===== src/rtl/apb_slave_mux_if.sv =====
// Bridge-side and peripheral-side APB signal bundle for apb_slave_mux.
// The bridge drives through "master"; the mux consumes it through "slave".
interface apb_slave_mux_if #(
  parameter int ADDR_WIDTH = 32,
  parameter int DATA_WIDTH = 32,
  parameter int NUM_SLAVES = 4
);
  logic                             M_PSEL;
  logic                             M_PENABLE;
  logic [ADDR_WIDTH-1:0]            M_PADDR;
  logic                             M_PWRITE;
  logic [DATA_WIDTH-1:0]            M_PWDATA;
  logic [DATA_WIDTH-1:0]            M_PRDATA;
  logic                             M_PREADY;
  logic                             M_PSLVERR;

  logic [NUM_SLAVES-1:0]            S_PSEL;
  logic                             S_PENABLE;
  logic [ADDR_WIDTH-1:0]            S_PADDR;
  logic                             S_PWRITE;
  logic [DATA_WIDTH-1:0]            S_PWDATA;
  logic [NUM_SLAVES*DATA_WIDTH-1:0] S_PRDATA;
  logic [NUM_SLAVES-1:0]            S_PREADY;
  logic [NUM_SLAVES-1:0]            S_PSLVERR;

  modport master (
    output M_PSEL, M_PENABLE, M_PADDR, M_PWRITE, M_PWDATA,
    input  M_PRDATA, M_PREADY, M_PSLVERR
  );

  modport slave (
    input  M_PSEL, M_PENABLE, M_PADDR, M_PWRITE, M_PWDATA,
    output M_PRDATA, M_PREADY, M_PSLVERR,
    output S_PSEL, S_PENABLE, S_PADDR, S_PWRITE, S_PWDATA,
    input  S_PRDATA, S_PREADY, S_PSLVERR
  );

  modport periph (
    input  S_PSEL, S_PENABLE, S_PADDR, S_PWRITE, S_PWDATA,
    output S_PRDATA, S_PREADY, S_PSLVERR
  );
endinterface


===== src/rtl/apb_slave_mux.sv =====
// APB address decoder / response mux with default error slave and a
// per-transfer stall watchdog that records the address of aborted accesses.
//
// state  | meaning
// IDLE   | no transfer in flight, waiting for a setup phase
// ACCESS | transfer in access phase, stall counter running
// TOUT   | one-cycle forced error completion after a stall abort
module apb_slave_mux #(
  parameter int                    ADDR_WIDTH     = 32,
  parameter int                    DATA_WIDTH     = 32,
  parameter int                    NUM_SLAVES     = 4,
  parameter logic [ADDR_WIDTH-1:0] BASE_ADDR      = 32'h4000_0000,
  parameter int                    SLOT_SHIFT     = 12,
  parameter int                    TIMEOUT_CYCLES = 16
) (
  input  logic                  HCLK,
  input  logic                  HRESETn,
  apb_slave_mux_if.slave        bus,
  output logic                  tout_flag,
  output logic [ADDR_WIDTH-1:0] tout_addr,
  input  logic                  tout_clr
);

  localparam int IDX_W   = (NUM_SLAVES > 2) ? $clog2(NUM_SLAVES) : 1;
  localparam int TOP_LSB = SLOT_SHIFT + IDX_W;
  localparam int CNT_W   = $clog2(TIMEOUT_CYCLES) + 1;
  localparam logic [IDX_W:0]   NS_LIM   = (IDX_W+1)'(NUM_SLAVES);
  localparam logic [CNT_W-1:0] CNT_LAST = CNT_W'(TIMEOUT_CYCLES - 1);

  typedef enum logic [1:0] {
    S_IDLE   = 2'd0,
    S_ACCESS = 2'd1,
    S_TOUT   = 2'd2
  } state_t;

  state_t                r_state;
  logic [CNT_W-1:0]      r_cnt;
  logic                  r_tout_flag;
  logic [ADDR_WIDTH-1:0] r_tout_addr;

  logic [IDX_W-1:0]      w_idx;
  logic                  w_hit;
  logic                  w_tout;
  logic                  w_access;
  logic [NUM_SLAVES-1:0] w_onehot;
  logic                  w_rdy_sel;
  logic                  w_err_sel;
  logic [DATA_WIDTH-1:0] w_rdata_sel;

  assign w_idx    = bus.M_PADDR[TOP_LSB-1:SLOT_SHIFT];
  assign w_hit    = (bus.M_PADDR[ADDR_WIDTH-1:TOP_LSB] == BASE_ADDR[ADDR_WIDTH-1:TOP_LSB])
                    && ({1'b0, w_idx} < NS_LIM);
  assign w_tout   = (r_state == S_TOUT);
  assign w_access = bus.M_PSEL & bus.M_PENABLE;

  // Loop-based select keeps out-of-range indices from ever addressing a slice.
  always_comb begin
    w_onehot    = '0;
    w_rdy_sel   = 1'b0;
    w_err_sel   = 1'b0;
    w_rdata_sel = '0;
    for (int i = 0; i < NUM_SLAVES; i++) begin
      if (w_idx == IDX_W'(i)) begin
        w_onehot[i] = 1'b1;
        w_rdy_sel   = bus.S_PREADY[i];
        w_err_sel   = bus.S_PSLVERR[i];
        w_rdata_sel = bus.S_PRDATA[i*DATA_WIDTH +: DATA_WIDTH];
      end
    end
  end

  assign bus.S_PSEL    = (bus.M_PSEL && w_hit && !w_tout) ? w_onehot : '0;
  assign bus.S_PENABLE = bus.M_PENABLE;
  assign bus.S_PADDR   = bus.M_PADDR;
  assign bus.S_PWRITE  = bus.M_PWRITE;
  assign bus.S_PWDATA  = bus.M_PWDATA;

  assign bus.M_PREADY  = w_access & (w_tout | !w_hit | w_rdy_sel);
  assign bus.M_PSLVERR = w_access & (w_tout | !w_hit | (w_rdy_sel & w_err_sel));
  assign bus.M_PRDATA  = (w_hit && !w_tout) ? w_rdata_sel : '0;

  assign tout_flag = r_tout_flag;
  assign tout_addr = r_tout_addr;

  always_ff @(posedge HCLK) begin
    if (!HRESETn) begin
      r_state     <= S_IDLE;
      r_cnt       <= '0;
      r_tout_flag <= 1'b0;
      r_tout_addr <= '0;
    end else begin
      if (tout_clr) r_tout_flag <= 1'b0;
      case (r_state)
        S_IDLE: begin
          if (bus.M_PSEL && !bus.M_PENABLE) begin
            r_state <= S_ACCESS;
            r_cnt   <= '0;
          end
        end
        S_ACCESS: begin
          if (!bus.M_PSEL || !w_hit || w_rdy_sel) begin
            r_state <= S_IDLE;
          end else begin
            r_cnt <= r_cnt + CNT_W'(1);
            // Later assignment overrides a same-cycle clear.
            if (r_cnt == CNT_LAST) begin
              r_state     <= S_TOUT;
              r_tout_flag <= 1'b1;
              r_tout_addr <= bus.M_PADDR;
            end
          end
        end
        S_TOUT:  r_state <= S_IDLE;
        default: r_state <= S_IDLE;
      endcase
    end
  end

endmodule


===== src/flat_wrapper.sv =====
// flat-port wrapper written by rule: the top's interface ports become plain ports
module apb_slave_mux_flat 
#(
  parameter int                    ADDR_WIDTH     = 32,
  parameter int                    DATA_WIDTH     = 32,
  parameter int                    NUM_SLAVES     = 4,
  parameter logic [ADDR_WIDTH-1:0] BASE_ADDR      = 32'h4000_0000,
  parameter int                    SLOT_SHIFT     = 12,
  parameter int                    TIMEOUT_CYCLES = 16
)
  (HCLK, HRESETn, tout_flag, tout_addr, tout_clr, bus_M_PSEL, bus_M_PENABLE, bus_M_PADDR, bus_M_PWRITE, bus_M_PWDATA, bus_M_PRDATA, bus_M_PREADY, bus_M_PSLVERR, bus_S_PSEL, bus_S_PENABLE, bus_S_PADDR, bus_S_PWRITE, bus_S_PWDATA, bus_S_PRDATA, bus_S_PREADY, bus_S_PSLVERR);
  apb_slave_mux_if #(.ADDR_WIDTH(ADDR_WIDTH), .DATA_WIDTH(DATA_WIDTH), .NUM_SLAVES(NUM_SLAVES)) bus_i ();
  input  logic HCLK;
  input  logic HRESETn;
  output logic tout_flag;
  output logic [ADDR_WIDTH-1:0] tout_addr;
  input  logic tout_clr;
  input wire logic [$bits(bus_i.M_PSEL)-1:0] bus_M_PSEL;
  input wire logic [$bits(bus_i.M_PENABLE)-1:0] bus_M_PENABLE;
  input wire logic [$bits(bus_i.M_PADDR)-1:0] bus_M_PADDR;
  input wire logic [$bits(bus_i.M_PWRITE)-1:0] bus_M_PWRITE;
  input wire logic [$bits(bus_i.M_PWDATA)-1:0] bus_M_PWDATA;
  output wire logic [$bits(bus_i.M_PRDATA)-1:0] bus_M_PRDATA;
  output wire logic [$bits(bus_i.M_PREADY)-1:0] bus_M_PREADY;
  output wire logic [$bits(bus_i.M_PSLVERR)-1:0] bus_M_PSLVERR;
  output wire logic [$bits(bus_i.S_PSEL)-1:0] bus_S_PSEL;
  output wire logic [$bits(bus_i.S_PENABLE)-1:0] bus_S_PENABLE;
  output wire logic [$bits(bus_i.S_PADDR)-1:0] bus_S_PADDR;
  output wire logic [$bits(bus_i.S_PWRITE)-1:0] bus_S_PWRITE;
  output wire logic [$bits(bus_i.S_PWDATA)-1:0] bus_S_PWDATA;
  input wire logic [$bits(bus_i.S_PRDATA)-1:0] bus_S_PRDATA;
  input wire logic [$bits(bus_i.S_PREADY)-1:0] bus_S_PREADY;
  input wire logic [$bits(bus_i.S_PSLVERR)-1:0] bus_S_PSLVERR;
  assign bus_i.M_PSEL = bus_M_PSEL;
  assign bus_i.M_PENABLE = bus_M_PENABLE;
  assign bus_i.M_PADDR = bus_M_PADDR;
  assign bus_i.M_PWRITE = bus_M_PWRITE;
  assign bus_i.M_PWDATA = bus_M_PWDATA;
  assign bus_M_PRDATA = bus_i.M_PRDATA;
  assign bus_M_PREADY = bus_i.M_PREADY;
  assign bus_M_PSLVERR = bus_i.M_PSLVERR;
  assign bus_S_PSEL = bus_i.S_PSEL;
  assign bus_S_PENABLE = bus_i.S_PENABLE;
  assign bus_S_PADDR = bus_i.S_PADDR;
  assign bus_S_PWRITE = bus_i.S_PWRITE;
  assign bus_S_PWDATA = bus_i.S_PWDATA;
  assign bus_i.S_PRDATA = bus_S_PRDATA;
  assign bus_i.S_PREADY = bus_S_PREADY;
  assign bus_i.S_PSLVERR = bus_S_PSLVERR;
  apb_slave_mux #(.ADDR_WIDTH(ADDR_WIDTH), .DATA_WIDTH(DATA_WIDTH), .NUM_SLAVES(NUM_SLAVES), .BASE_ADDR(BASE_ADDR), .SLOT_SHIFT(SLOT_SHIFT), .TIMEOUT_CYCLES(TIMEOUT_CYCLES)) u_core (.HCLK(HCLK), .HRESETn(HRESETn), .bus(bus_i), .tout_flag(tout_flag), .tout_addr(tout_addr), .tout_clr(tout_clr));
endmodule

===== config.mk =====
export PLATFORM = sky130hd
export DESIGN_NAME = apb_slave_mux_flat
export DESIGN_NICKNAME = d
export VERILOG_FILES = /design/src/rtl/apb_slave_mux_if.sv /design/src/rtl/apb_slave_mux.sv /design/src/flat_wrapper.sv
export SDC_FILE = /design/constraint.sdc
export NUM_CORES = 1
export LEC_CHECK = 0
export CAP_MARGIN = 20
export CORE_AREA = 4 4 133 135
export CTS_CLUSTER_DIAMETER = 80
export DETAILED_ROUTE_END_ITERATION = 10
export DIE_AREA = 0 0 137 139
export PLACE_DENSITY_LB_ADDON = 0.3
export SYNTH_ARGS = -nofsm -noshare
export SYNTH_HDL_FRONTEND = slang
export SYNTH_SLANG_ARGS = --single-unit

===== constraint.sdc =====
create_clock -name HCLK -period 2.1 [get_ports HCLK]
set_input_delay 0.42 -clock HCLK [delete_from_list [all_inputs] [get_ports HCLK]]
set_output_delay 0.42 -clock HCLK [all_outputs]
set_load 0.01 [all_outputs]

; ---- Word-level counts from Yosys, hierarchy flattened
; Cells that the tools add are included.
[word_totals]
regBits = 40
in_bits = 206
output_inout_bits = 137
word_cells = 68
[op_classes]
n_addsub = 1
eq_ne = 10
mux = 29
bitwise_logic = 8
n_reduce_logical = 16
[ops]
columns = operator, count
row1 = 32-bit two-way mux, 5
row2 = 18-bit by 17-bit == test with 1-bit output (second input constant), 1
row3 = 1-bit two-way mux, 16
row4 = 5-bit two-way mux, 2
row5 = 5-bit case mux with 2 select lines, 1
row6 = 2-bit == test (second input constant), 3
row7 = 2-bit two-way mux, 3
row8 = 3-bit AND reduction, 2
row9 = 5-bit by 1-bit adder with 5-bit output (second input constant), 1
row10 = 5-bit by 4-bit == test with 1-bit output (second input constant), 1
row11 = 1-bit AND, 4
row12 = 2-bit by 1-bit == test with 1-bit output (second input constant), 2
row13 = 1-bit logical AND, 4
row14 = 1-bit zero test, 4
row15 = 2-bit zero test, 2
row16 = 4-bit two-way mux, 1
row17 = 2-bit case mux with 2 select lines, 1
row18 = 3-bit by 1-bit != test with 1-bit output (second input constant), 1
row19 = 1-bit bitwise OR, 3
row20 = 1-bit logical OR, 2
row21 = 2-bit by 1-bit != test with 1-bit output (second input constant), 1
row22 = 2-bit != test (second input constant), 1
row23 = 2-bit AND reduction, 1
row24 = 2-bit nonzero test, 1
row25 = 1-bit inverter, 1

; ---- Logic depth before layout (Yosys ltp)
; Gate-level depths: netlist of the first run.
[logic_depth]
word_depth = 8
mapped_depth = 7
ltp_nobuf = 6

; ---- Worst setup path before layout of the first run
; OpenSTA, ideal clock, no wires.
[synth_path]
kind = input to output
start = input bus_M_PADDR[25]
end = output bus_M_PRDATA[22]
arrival_time_ps = 1812
required_time_ps = 1680
slack_ps = -132
stages = 5
n_path_buf = 1
cell_sequence = nor4_4 -> nand4_2 -> nor3_1 -> clkbuf_1 -> and2_1
[synth_between]
elab_chain_len = 3
[synth_rtl]
columns = item, line
row1 = from (decl), flat_wrapper.sv:20  ; input wire logic [$bits(bus_i.M_PADDR)-1:0] bus_M_PADDR;
row2 = 18-bit by 17-bit == test with 1-bit output, apb_slave_mux.sv:51  ; assign w_hit = (bus.M_PADDR[ADDR_WIDTH-1:TOP_LSB] == BASE_ADDR[ADDR_WIDTH-1:TOP_LSB])
row3 = 1-bit logical AND, apb_slave_mux.sv:80  ; assign bus.M_PRDATA = (w_hit && !w_tout) ? w_rdata_sel : '0;
row4 = 32-bit two-way mux, apb_slave_mux.sv:80
row5 = to (decl), flat_wrapper.sv:23  ; output wire logic [$bits(bus_i.M_PRDATA)-1:0] bus_M_PRDATA;
; Every way passes these cells.

; ---- Final worst setup path of the first run
[layout_path]
start = input bus_M_PADDR[26]
end = output bus_S_PSEL[3]
[layout_between]
elab_chain_len = 4
[layout_rtl]
columns = item, line
row1 = 18-bit by 17-bit == test with 1-bit output, apb_slave_mux.sv:51
row2 = 1-bit logical AND (2 in a row), apb_slave_mux.sv:72  ; assign bus.S_PSEL = (bus.M_PSEL && w_hit && !w_tout) ? w_onehot : '0;
row3 = 4-bit two-way mux, apb_slave_mux.sv:72
row4 = to (decl), flat_wrapper.sv:26  ; output wire logic [$bits(bus_i.S_PSEL)-1:0] bus_S_PSEL;
; Every way passes these cells.

==> impl_metrics.toml, run 1 <==
[grt]
grt_overflow = 0
grt_pass1_wl_um = 20600
grt_pass1_vias = 3635
gr-usage-all-layers_pct = 13.84
antenna_found_initial = 1
grt_max_degree = 48

[setup_path]
critPathArrivalTime_ns = 1.98
worstSetupStartpointType = "input pin"
crit_type = "in2out"
required_ns = 1.68
crit_path_end_kind = "output pin"
cp_max_fo = 5

[sta]
setup_viol = 38
min_period_ns = 2.400
worstMarginPinSlew_ns = 0.4324
fin_crit_sh_pct = 114.3
timing.final.max_slew_violations = 0
setup_tns_ns = -9.246
clock.fmax_mhz = 416.6
rsz0062_at_grt = "yes"
slew_headroom_pct = 70.76
fin_skew_ns = 0.002927
hold_viol = 0
fin_ws_ns = -0.3004

[synth]
syn_nets = 521
synthCells = 313
ys_top_cells_by_area = "dfxtp_1 (26%), mux4_2 (24%), buf_4 (16%)"
async_reset_ff_share_pct = 0
synth-seq-area-share_pct = 25.58
yosysTopAreaCell = "dfxtp_1"
synth_area_mm2 = 0.003131
avgSynthCellArea_um2 = 10.00
synth.top_cell.area_share_pct = 25.58
synth_seq_cells = 40
synth_edf_count = 0
synth_cell_types = 34
synth_top_flop_cell = "dfxtp_1"
yosysWarningCount = 0

[power]
p_comb_share_pct = 29.4
intPower_mw = 1.803
pwr_density_cell_mw_per_mm2 = 356.8
power_switching_share_pct = 22.28
p_leak_nw = 2.585
pwr-share-seq_pct = 32.8
clockPowerShare_pct = 37.9
p_total_mw = 2.320
power_switching_mw = 0.5169
peakVddDrop_uv = 329.8

[route]
drtAntennaViolNets = 0
firstDrtPassIters = 4
drt_iter0_markers = 79
routed.top_layer = "met4"
met3_wirelength_um = 1279
dr_wl_met2_um = 7925
drc = 0
vias_per_cell = 4.235
wl_met1_um = 4887
drt_wl_total_um = 14370
wl_per_cell_um = 18.32
vias = 3320

[status]
violations = "setup timing"
status = "finished, violations left"

[die]
die_w_um = 137
io_pins = 343
core_area_mm2 = 0.01647
die_h_um = 139
placementRows = 47
start_util_pct = 19.01
die-area_mm2 = 0.01904

[clock_network]
cts_root_buf = "clkbuf_16"
htree_levels = 2
clock_sinks = 40
cts_tree = "built"
clk_path_buf_depth = 2
clk_pin_slew_worst_paths_ns = 0.06
ctsHoldBuffers = 0
cts_buffers = 5
clkLatencyLatePin_ns = 0.28

[layout]
area_growth_pct = 107.7
final_util_pct = 39.48
design_area_mm2 = 0.006501
fillers = 1601
drive_gt1_share_pct = 33.39
layout.nets = 770

[hold_path]
holdCritPathClass = "reg2reg"

[place]
gp_congestion = 0.8313
dp_hpwl_um = 11480
placed_area_mm2 = 0.005917
port_buffers = 276

[job]
max_cap_viol_count = 0
==> cells in the mapped netlist (2+ instances only) <==
master    count
nand2b_1      4
nor4_4        2
nor3_1        2
mux2i_1      17
buf_1         3
ha_1          2
nand4_1       2
clkbuf_1     12
dfxtp_1      40
nor2_1        4
mux4_2       34
inv_1         3
buf_2         3
and3_1       19
o21a_1        2
nand3_1       4
buf_4        66
nor2b_1       4
and4_1        3
nor4_1        6
nand2_1      35
and2_1       34
==> sequential cells by signal, indices dropped and copies added, names as in the netlist <==
signal,cells
u_core.tout_addr,32
u_core.r_cnt,5
u_core.r_state,2
u_core.tout_flag,1
==> metal layers <==
metal | track usage [%] | up-vias
met5 | 0 | -
met4 | 3.414 | 0
met3 | 3.266 | 19
met2 | 27.60 | 182
met1 | 14.03 | 1565
li1 | - | 1554
==> through the flow <==
stage	cells	hold slack (ns)	setup WS [ns]
after floorplan	313	0.4417	-0.04400
after global placement	759	0.4421	-0.9570
after detailed placement	759	0.4489	-1.041
after CTS	783	0.4575	-0.3664
after global routing	784	0.4809	-0.3890
final	784	0.4555	-0.3004
==> cell families after synthesis <==
kind of cell             Yosys count  synth area share [%]
AO/OA/AOI/OAI                      7                 1.679
adder cells (fa/ha/maj)            2                0.7992
buffers and inverters             88                 18.82
flip-flops                        40                 25.58
multiplexers                      51                 29.90
AND/OR/NAND/NOR                  125                 23.22
==> placed cells by master (no fill, tap or decap), types with 2 or more instances in the layout <==
| cell type | n |
|---|---|
| nor4_2 | 2 |
| nor2_2 | 2 |
| and2_1 | 8 |
| dfxtp_1 | 40 |
| and2_4 | 26 |
| nand4_1 | 2 |
| buf_6 | 37 |
| clkdlybuf4s15_2 | 3 |
| and4_1 | 3 |
| buf_2 | 15 |
| buf_16 | 4 |
| nand2b_1 | 4 |
| nor2b_1 | 2 |
| buf_4 | 32 |
| o21a_1 | 2 |
| nand3_1 | 4 |
| ha_1 | 2 |
| dlygate4sd2_1 | 3 |
| mux4_2 | 34 |
| nand2_1 | 34 |
| inv_1 | 3 |
| clkdlybuf4s50_1 | 214 |
| mux2i_1 | 17 |
| nor2_1 | 2 |
| buf_12 | 7 |
| clkbuf_16 | 6 |
| buf_8 | 4 |
| and3_1 | 19 |
| nor4_4 | 5 |
| clkdlybuf4s15_1 | 7 |
==> power groups by stage <==
stage | Sequential, mW | Clock, mW | Combinational, mW
2_1_floorplan | 0.777 | 0 | 0.309
3_3_place_gp | 0.777 | 0 | 0.668
3_5_place_dp | 0.777 | 0 | 0.675
4_1_cts | 0.760 | 0.913 | 0.684
5_1_grt | 0.759 | 0.945 | 0.721
6_report | 0.760 | 0.878 | 0.682
==> cell type report <==
class	instances	area, um^2	area share [%]
inverter	3	11.26	0.1732
multi-input combinational	185	1901	29.23
clock buffer	5	125.1	1.925
timing repair buffer	327	3339	51.37
antenna	1	2.502	0.03849
tap	220	275.3	4.234
sequential	40	800.8	12.32
clock inverter	3	46.29	0.7121
==> critical path: stages <==
cell and delay (ns):
buf_8 0.10, nor4_4 0.29, nand4_2 0.14, buf_6 0.15, nor3_4 0.21, buf_6 0.13, buf_6 0.12, buf_12 0.11
and4_1 0.16, buf_2 0.13
==> worst paths after layout <==
kind              slack (ns)           startpoint                    to  cells past startpoint
setup / recovery       -0.30      bus_M_PADDR[26]         bus_S_PSEL[3]                     10
setup reg to reg        0.35      u_core.r_cnt[0]  u_core.tout_addr[13]                      7
hold / removal          0.46  u_core.tout_addr[7]   u_core.tout_addr[7]                      2
hold reg to reg         0.46  u_core.tout_addr[7]   u_core.tout_addr[7]                      2
==> timing repair <==
action	CTS	global route
setup buffers	12	2
cloned	5	1
pin swaps	12	5
resized for setup	283	35
endpoints found under the hold margin	0	0
endpoints found under the setup margin	54	38
No activity file was read; power rests on OpenSTA's default activity.
==> run 2: changes to the inputs <==
- PLACE_DENSITY_LB_ADDON: 0.3 -> 0.2
==> run 2 against run 1 <==
Effect of this change:
- the flow still finishes with violations (setup timing)
- maximum frequency shrank 0.70%
- worst hold slack lost 0.0027 ns
- highest routed layer unchanged
- via count shrank 2.2%
- first-iteration DRC count shrank 27%
- combinational power shrank 1%
- setup slack lost 0.017 ns
- utilization shrank 0.18 points
- clock skew grew 0.0036 ns
- power shrank 1.6%
- non-clock buffer count shrank 2
- critical path type unchanged
- sequential power is essentially flat
==> impl_metrics.toml, run 2 (synthesis gave the netlist of run 1 again) <==
[status]
status = "finished, violations left"
violations = "setup timing"

[power]
pwr-share-seq_pct = 33.3
intPower_mw = 1.790
power_switching_share_pct = 21.62
peakVddDrop_uv = 417.2
power_switching_mw = 0.4936
p_leak_nw = 2.567
p_comb_share_pct = 29.4
pwr_density_cell_mw_per_mm2 = 352.8
clockPowerShare_pct = 37.3

[sta]
fin_ws_ns = -0.3174
fin_crit_sh_pct = 115.1
clock.fmax_mhz = 413.7
rsz0062_at_grt = "yes"
min_period_ns = 2.417
worstMarginPinSlew_ns = 0.3826
setup_viol = 38
slew_headroom_pct = 74.49
timing.final.max_slew_violations = 0
setup_tns_ns = -9.052
hold_viol = 0
fin_skew_ns = 0.006514

[layout]
fillers = 1607
mostFrequentLayoutCells = "clkdlybuf4s50_1 (218), dfxtp_1 (40), nand2_1 (35)"
area_growth_pct = 106.7
drive_gt1_share_pct = 32.44
final_util_pct = 39.30
stdcell_count = 783
final_common_cell = "clkdlybuf4s50_1"
layout.nets = 768
largest_reg_flops = 32

[die]
start_util_pct = 19.01
die_w_um = 137
core_area_mm2 = 0.01647
die-area_mm2 = 0.01904
placementRows = 47
io_pins = 343
die_h_um = 139

[route]
vias = 3247
vias_per_cell = 4.147
drt_iter0_markers = 58
drc = 0
drtAntennaViolNets = 0
firstDrtPassIters = 4
drt_wl_total_um = 14450
wl_per_cell_um = 18.45

[clock_network]
htree_levels = 2
cts_tree = "built"
cts_root_buf = "clkbuf_16"
clkLatencyLatePin_ns = 0.28
clock_sinks = 40
ctsHoldBuffers = 0
clk_pin_slew_worst_paths_ns = 0.05
cts_buffers = 5
clk_path_buf_depth = 2

[hold_path]
holdCritPathClass = "reg2reg"
holdPathEnd = "u_core.tout_addr[9]"
whs_path_depth = 2
hp-start = "u_core.tout_addr[9]"

[grt]
grt_pass1_wl_um = 20870
use_met1_pct = 13.71
antenna_found_initial = 2
grt_overflow = 0
busiest_layer = "met2"
gr-usage-met2_pct = 28.01
grt_max_degree = 44
gr-usage-all-layers_pct = 14.07
gr-usage-met3_pct = 4.753
grt_pass1_vias = 3668

[setup_path]
critPathArrivalTime_ns = 2.00
crit_path_end_kind = "output pin"
r2r_slack_ns = 0.36
cp_max_fo = 8
timing.rr.start = "u_core.r_cnt[0]"
reg2reg_depth = 7
crit_type = "in2out"
reg2reg_to = "u_core.tout_addr[0]"
required_ns = 1.68
worstSetupStartpointType = "input pin"

[place]
dp_hpwl_um = 11510
gp_congestion = 0.8407
place_inst = 757
port_buffers = 276

[job]
max_cap_viol_count = 0
run 2: cell count changes in the layout (fill, tap and decap cells not counted), moves of 3 or more:
| cell | change |
|---|---|
| clkdlybuf4s15_1 | -6 |
| buf_6 | -3 |
| dlygate4sd2_1 | +4 |
| clkdlybuf4s50_1 | +4 |
run 2: cell type report:
type / count / area [um^2] / share of cell area (%)
clock inverter: 2 / 35.03 / 0.5414
multi-input combinational: 185 / 1919 / 29.66
sequential: 40 / 800.8 / 12.37
antenna: 2 / 5.005 / 0.07734
tap: 220 / 275.3 / 4.254
inverter: 3 / 11.26 / 0.1740
timing repair buffer: 325 / 3296 / 50.93
clock buffer: 6 / 128.9 / 1.991
run 2: how the worst max path moves through the flow:
stage                         start               end  slack (ns)  cells after the start
floorplan           bus_M_PADDR[25]     bus_S_PSEL[0]       -0.04                      4
global placement    bus_M_PADDR[17]     bus_S_PSEL[3]       -1.02                      8
detailed placement  bus_M_PADDR[25]     bus_S_PSEL[1]       -1.05                      8
CTS                 bus_M_PADDR[28]   bus_M_PRDATA[7]       -0.33                     11
global route        bus_M_PADDR[29]  bus_M_PRDATA[18]       -0.43                     11
finish              bus_M_PADDR[28]   bus_M_PRDATA[3]       -0.32                     11
run 2: critical path: stages:
cell and delay (ns):
buf_6 0.10, nor4_4 0.33, nand4_4 0.13, buf_6 0.15
nor3_4 0.14, buf_12 0.13, buf_12 0.10, buf_12 0.12
buf_16 0.13, and2_1 0.11, buf_2 0.13
run 2: per-layer routing:
layer | routed length [um] | vias to the layer above | part of all wire, %
li1 | - | 1547 | -
met1 | 4789 | 1518 | 33
met2 | 8007 | 173 | 55
met3 | 1574 | 9 | 11
met4 | 76 | 0 | 0.53
met5 | 0 | - | 0
run 2: repair_timing:
action                     CTS  global route
pin swaps                   12             2
gates resized for setup    283            19
buffers inserted            13             0
setup endpoints to repair   42            38
gates cloned                 5             0
run 2: power by group through the flow:
stage                     clock [mW]  combinational, mW  sequential [mW]
after global routing           0.916              0.712            0.759
after CTS                      0.885              0.674            0.760
final                          0.851              0.672            0.760
after detailed placement           0              0.667            0.777
after global placement             0              0.662            0.777
after floorplan                    0              0.309            0.777
run 2: metrics by stage:
| step | area [um^2] | worst slack [ns] | hold WS [ns] | power, mW |
|---|---|---|---|---|
| floorplan | 3141 | -0.04400 | 0.4417 | 1.086 |
| global route | 6471 | -0.4292 | 0.4841 | 2.388 |
| CTS | 6426 | -0.3276 | 0.4573 | 2.318 |
| global placement | 5889 | -1.017 | 0.4410 | 1.439 |
| finish | 6471 | -0.3174 | 0.4528 | 2.283 |
| detailed placement | 5889 | -1.049 | 0.4468 | 1.443 |
